File: config.mk
export PLATFORM = sky130hd
export DESIGN_NAME = fetch_unit
export DESIGN_NICKNAME = d
export VERILOG_FILES = /design/src/rtl/rv_core_pkg.sv /design/src/rtl/fetch_unit.sv
export SDC_FILE = /design/constraint.sdc
export NUM_CORES = 1
export LEC_CHECK = 0
export ABC_AREA = 0
export CAP_MARGIN = 20
export CORE_MARGIN = 5
export CORE_UTILIZATION = 39
export CTS_CLUSTER_DIAMETER = 60
export CTS_CLUSTER_SIZE = 30
export DETAILED_ROUTE_END_ITERATION = 10
export PLACE_DENSITY_LB_ADDON = 0.1
export SYNTH_ARGS = -nofsm -noshare
export SYNTH_HDL_FRONTEND = slang
export SYNTH_SLANG_ARGS = --single-unit
File: constraint.sdc
create_clock -name clk -period 1.7 [get_ports clk]
set_input_delay 0.17 -clock clk [delete_from_list [all_inputs] [get_ports clk]]
set_output_delay 0.17 -clock clk [all_outputs]
set_load 0.05 [all_outputs]
File: src/rtl/rv_core_pkg.sv
// Shared core definitions: fetch state encoding, reset/NOP constants and the
// RV32I opcode values the fetch stage and main_decoder agree on.
package rv_core_pkg;

    localparam int          XLEN_DEFAULT     = 32;
    localparam logic [31:0] RESET_PC_DEFAULT = 32'h0000_0000;
    localparam logic [31:0] NOP_INSTR        = 32'h0000_0013;

    // Fetch FSM encoding, kept as plain constants so legacy blocks can reuse it.
    typedef logic [1:0] fetch_state_t;
    localparam fetch_state_t FS_REQ   = 2'd0;
    localparam fetch_state_t FS_WAIT  = 2'd1;
    localparam fetch_state_t FS_HOLD  = 2'd2;
    localparam fetch_state_t FS_DRAIN = 2'd3;

    localparam logic [6:0] OP_LOAD   = 7'b0000011;
    localparam logic [6:0] OP_STORE  = 7'b0100011;
    localparam logic [6:0] OP_RTYPE  = 7'b0110011;
    localparam logic [6:0] OP_BRANCH = 7'b1100011;

endpackage

File: src/rtl/fetch_unit.sv
// Instruction fetch stage: one outstanding word request to imem, a single held
// instruction toward decode, and branch redirects that squash wrong-path fetches.
module fetch_unit
    import rv_core_pkg::*;
#(
    parameter int              XLEN     = XLEN_DEFAULT,
    parameter logic [XLEN-1:0] RESET_PC = XLEN'(RESET_PC_DEFAULT)
) (
    input  logic            clk,
    input  logic            rst,
    output logic            imem_req,
    output logic [XLEN-1:0] imem_addr,
    input  logic            imem_gnt,
    input  logic            imem_rvalid,
    input  logic [XLEN-1:0] imem_rdata,
    output logic [XLEN-1:0] instr,
    output logic [XLEN-1:0] instr_pc,
    output logic            instr_valid,
    input  logic            instr_ready,
    input  logic            redirect_valid,
    input  logic [XLEN-1:0] redirect_pc
);

    fetch_state_t    state;
    logic [XLEN-1:0] pc;
    logic [XLEN-1:0] pc_plus4;
    logic [XLEN-1:0] redirect_word;

    assign pc_plus4      = pc + XLEN'(4);
    assign redirect_word = redirect_pc & ~XLEN'(3);

    // The request is gated by rst so nothing reaches memory during a reset cycle.
    assign imem_req  = (state == FS_REQ) && !rst;
    assign imem_addr = pc;

    // NOTE: all state below uses non-blocking assignments so every register
    // samples the pre-edge values, independent of statement order.
    always_ff @(posedge clk) begin
        if (rst) begin
            state       <= FS_REQ;
            pc          <= RESET_PC;
            instr       <= XLEN'(NOP_INSTR);
            instr_pc    <= RESET_PC;
            instr_valid <= 1'b0;
        end else if (redirect_valid) begin
            // A redirect wins over everything; any granted or held fetch is wrong-path.
            pc          <= redirect_word;
            instr_valid <= 1'b0;
            case (state)
                FS_REQ:  state <= imem_gnt ? FS_DRAIN : FS_REQ;
                FS_WAIT: state <= imem_rvalid ? FS_REQ : FS_DRAIN;
                FS_HOLD: state <= FS_REQ;
                default: state <= imem_rvalid ? FS_REQ : FS_DRAIN;
            endcase
        end else begin
            case (state)
                FS_REQ: begin
                    if (imem_gnt) state <= FS_WAIT;
                end
                FS_WAIT: begin
                    if (imem_rvalid) begin
                        instr       <= imem_rdata;
                        instr_pc    <= pc;
                        instr_valid <= 1'b1;
                        pc          <= pc_plus4;
                        state       <= FS_HOLD;
                    end
                end
                FS_HOLD: begin
                    if (instr_ready) begin
                        instr_valid <= 1'b0;
                        state       <= FS_REQ;
                    end
                end
                default: begin
                    // DRAIN: the squashed response is dropped on arrival.
                    if (imem_rvalid) state <= FS_REQ;
                end
            endcase
        end
    end

endmodule

Word level (Yosys, flattened, before mapping)
Index checks and enable logic that the tools add are counted.

Bits in registers: 99. Input port bits: 70. Output and inout port bits: 98. Logic and storage cells: 43.

Add/sub/neg operators: 1. Eq/ne operators: 7. Mux-type cells: 15. Bitwise operators: 1. Reductions and logical operators: 13.

Operators by type and width (number): $mux W32 (3); $add A32 B3 Y32 const B (1); $mux W2 (7); $ne A3 B3 Y1 const B (3); $pmux W2 S3 (1); $reduce_and A3 Y1 (2); $reduce_bool A2 Y1 (3); $ne A2 B2 Y1 const B (2); $pmux W2 S2 (1); $reduce_and A2 Y1 (2); $reduce_and A4 Y1 (1); $reduce_bool A4 Y1 (1); $eq A2 B1 Y1 const B (1); $eq A2 B2 Y1 const B (1); $logic_not A2 Y1 (1); $mux W1 (2); $pmux W1 S2 (1); $reduce_or A2 Y1 (1); $logic_and A1 B1 Y1 (1); $logic_not A1 Y1 (1); $not A1 Y1 (1).

Logic depth before layout (Yosys ltp)
Word-level depth: 4. Mapped depth: 8. Depth with buffers taken out: 5.

Worst setup path before layout
Ideal clock, no wire load.

Path kind: register to register. Start: reg pc[2] (netlist: imem_addr[2]). End: reg pc[30] (netlist: imem_addr[30]). Library setup time: 91 ps. Data arrival time: 2165 ps. Required time: 1609 ps. Slack: -556 ps. Stages on the path, launching flop included: 7. Path buffers: 1. Clock period less this slack: 2256 ps. Path through: dfxtp_1 > ha_1 > and3_1 > clkbuf_2 > nand4_4 > or4_1 > a311oi_1.

Cells in the longest elaborated chain, start to end: 4.

RTL lines: from (decl) (line fetch_unit.sv:25) `logic [XLEN-1:0] pc;`; from (signal assigned) (line fetch_unit.sv:47) `pc <= redirect_word;`; from (signal assigned) (line fetch_unit.sv:65) `pc <= pc_plus4;`; $add A32 B3 Y32 (line fetch_unit.sv:29) `assign pc_plus4 = pc + XLEN'(4);`; $mux W32 (line fetch_unit.sv:61) `if (imem_rvalid) begin`; $mux W32 (line fetch_unit.sv:56) `case (state)`; $mux W32 (line fetch_unit.sv:45) `end else if (redirect_valid) begin`.

No other way between the ends. The select of a mux whose other input is x is not followed. A chain may end at the register's enable or synchronous reset.

Final worst setup path
Start: reg pc[3] (netlist: imem_addr[3]). End: reg pc[24] (netlist: imem_addr[24]).

Same word-level chain as after synthesis.

==> impl_metrics.ini <==
[setup_path]
arrival_ps = 2020
start_kind = flop
path_class = flop to flop
critPathSlowestCell = or4_1
cp_num_buf_inv = 1
path_max_fanout = 6
cp_top_family = simple AND/OR/NAND/NOR gates
cpPeakStageDelay_ps = 390
cp.required_ps = 1970
worstRegToRegCells = 6
path_cells = ha_4 > and3_4 > nand4_4 > buf_4 > or4_1 > a311oi_1
path_depth = 6
critPathCaptureType = flop

[finish]
final_util_pct = 62.75
area_growth_pct = 59.16
final_area_um2 = 6743
diodes = 0
finalNetCount = 812
final_layout_size_suffix_gt1_share_pct = 25.74

[run_status]
violations = setup timing
status = finished with violations

[clock_tree]
cts_buffers = 9
clkTransAtPathRegs_ps = 90
cts_max_path_buffers = 2
cts_htree_levels = 3
clockRootBuffer = clkbuf_8
cts_tree = yes
cts_sinks = 95
clk_latency_ps = 370

[routing]
wl_met3_um = 1147
drt-pass1-iter-count = 5
routed_via_density = 5.318
wl_met1_um = 5916
drcViolationCount = 0
top_layer_used = met4
drt-initial-drc-count = 248
wl_per_cell_um = 16.09
vias = 4712
wl_met2_um = 6842
antenna_left = 0
wirelength_um = 14260

[place]
post_dp_cell_area_um2 = 6331
hpwl_um = 10390
numPortBuffers = 161
gp_congestion = 0.8598

[timing]
min_period_over_period_pct = 103.1
rsz0062_at_grt = true
drv_slew = 0
worst_hold_slack_ps = 264.1
fin_crit_ps = 1752
slew_headroom_pct = 64.71
finalSetupViolations = 3
worstMarginPinSlew_ps = 531.4
skew_ps = 6.422
final-hold-violation-count = 0
finalSetupTns_ps = -83.10
worst_slack_ps = -51.91
fmax_mhz = 570.8

[synthesis]
syn_area_per_cell_um2 = 7.963
synthArstFlopShare_pct = 0
ys_ff_latch = 95
synth_cells = 532
yosys_most_used_dff = dfxtp_1
synth_top_area_cell = dfxtp_1
synth.area.top_cells = dfxtp_1, nand2_1, a21oi_1
yosys_warnings = 0
yosysSeqAreaShare_pct = 44.89
netlist.area_leader.share_pct = 44.89
synthesis.area_um2 = 4237
yosysUniqueCellTypes = 48
synth_edf_count = 0

[global_route]
grt_max_degree = 53
grt_overflow_total = 0
antenna_found_initial = 0
track_usage_pct = 20.67
grt_pass1_wl_um = 21820
first_global_vias = 4362

[floorplanning]
core_um2 = 10750
die_h_um = 114.2
die_w_um = 114.2
start_util_pct = 39.43
ios = 168
num_rows = 38
die_area_um2 = 13050

[flow_run]
cap_violations = 0

[power]
irDropWorstVdd_mv = 0.4566
p_leak_nw = 2.876
power.density_nw_per_um2 = 762.4
power_mw = 5.140

[min_path]
min_path_cells = 4
hold_path.class = primary input to flop
-- kinds of logic after synthesis --
family | after synthesis | synth area share (%)
compound gates | 115 | 16.98
fa+ha+maj | 1 | 0.2953
simple gates | 258 | 29.56
buf+inv | 50 | 5.523
other cells | 1 | 0.08852
mux | 3 | 0.7973
flops | 95 | 44.89
xor+xnor | 9 | 1.861
-- per-stage QoR --
step / setup slack (ps) / std cells
after floorplan: -174.9 / 535
after global placement: -342.0 / 852
after detailed placement: -350.1 / 852
after CTS: 0.2284 / 870
after global routing: -112.7 / 886
final: -51.91 / 886
-- cell type report --
class | instances | area [um^2]
fillers | 955 | 4003
multi-input cells | 391 | 2243
repair buffers | 237 | 2135
flip-flops and latches | 95 | 1981
well taps | 140 | 175.2
clock buffers | 11 | 141.4
clock inverters | 5 | 41.29
inverters | 7 | 26.28
-- power by group --
group / total, mW / leakage (nW) / switching (mW) / internal [mW]
logic: 1.31 / 1.99 / 0.789 / 0.526
clock network: 1.42 / 0.0944 / 0.830 / 0.587
registers: 2.41 / 0.789 / 0.0816 / 2.33
total: 5.14 / 2.88 / 1.70 / 3.44
-- sequential cells by signal (all words and copies together) (netlist names) --
signal       flops
instr           32
imem_addr       30
instr_pc        30
state            2
instr_valid      1
-- repair_timing --
action                                 in CTS  in global routing
endpoints found under the hold margin       0                  0
gates resized for setup                    49                 33
buffers inserted                            2                 15
gates cloned                                0                  1
pin swaps                                  10                 10
setup endpoints to repair                  54                 27
hold buffers                                0                  0
-- worst min-delay path: cells and delay by family --
kind | cells | cell delay [ps]
buf+inv | 1 | 160
simple gates | 3 | 260
-- cells in the final DEF, fill, tap and decap left out, drive strengths merged, types with 6 or more instances in the layout --
cell type      Yosys  layout
xor2               8       8
o21ai              8       8
or4               10      10
buf               17     117
nor3              10      10
clkbuf            26      11
dfxtp             95      95
a21oi             62      62
clkdlybuf4s50      0      69
dlymetal6s2s       0      10
and4               6       6
o31ai              8       8
nand3             12      12
nand2            142     142
dlygate4sd2        0      41
nor2              24      24
inv                7       9
a211oi             7       7
a311oi            16      16
nand4             19      20
and3               8       8
or3               10      10
-- path summary, 6_finish.rpt --
| path | startpoint | endpoint | slack, ps |
|---|---|---|---|
| setup reg to reg | imem_addr[3] | imem_addr[24] | -50 |
| hold reg to reg | instr_pc[22] | instr_pc[22] | 450 |
| setup / recovery | imem_addr[3] | imem_addr[24] | -50 |
| hold / removal | rst | imem_addr[27] | 260 |
-- routing by layer --
metal | vias up | global-route usage, %
met4 | 0 | 7.838
met1 | 2204 | 24.75
met5 | - | 0
li1 | 2308 | -
met2 | 175 | 34.70
met3 | 25 | 6.448
-- Yosys cell counts (all sizes together) (2+ instances only) --
library cell    n
nand2         142
dfxtp          95
a21oi          62
clkbuf         26
nor2           24
nand4          19
buf            17
a311oi         16
nand3          12
nor3           10
or3            10
or4            10
and3            8
o21ai           8
o31ai           8
xor2            8
a211oi          7
inv             7
and4            6
and2            4
a32oi           3
mux2            3
nand3b          3
o211ai          3
a22oi           2
nand2b          2
nor2b           2
Power figures use the tool's default switching activity.
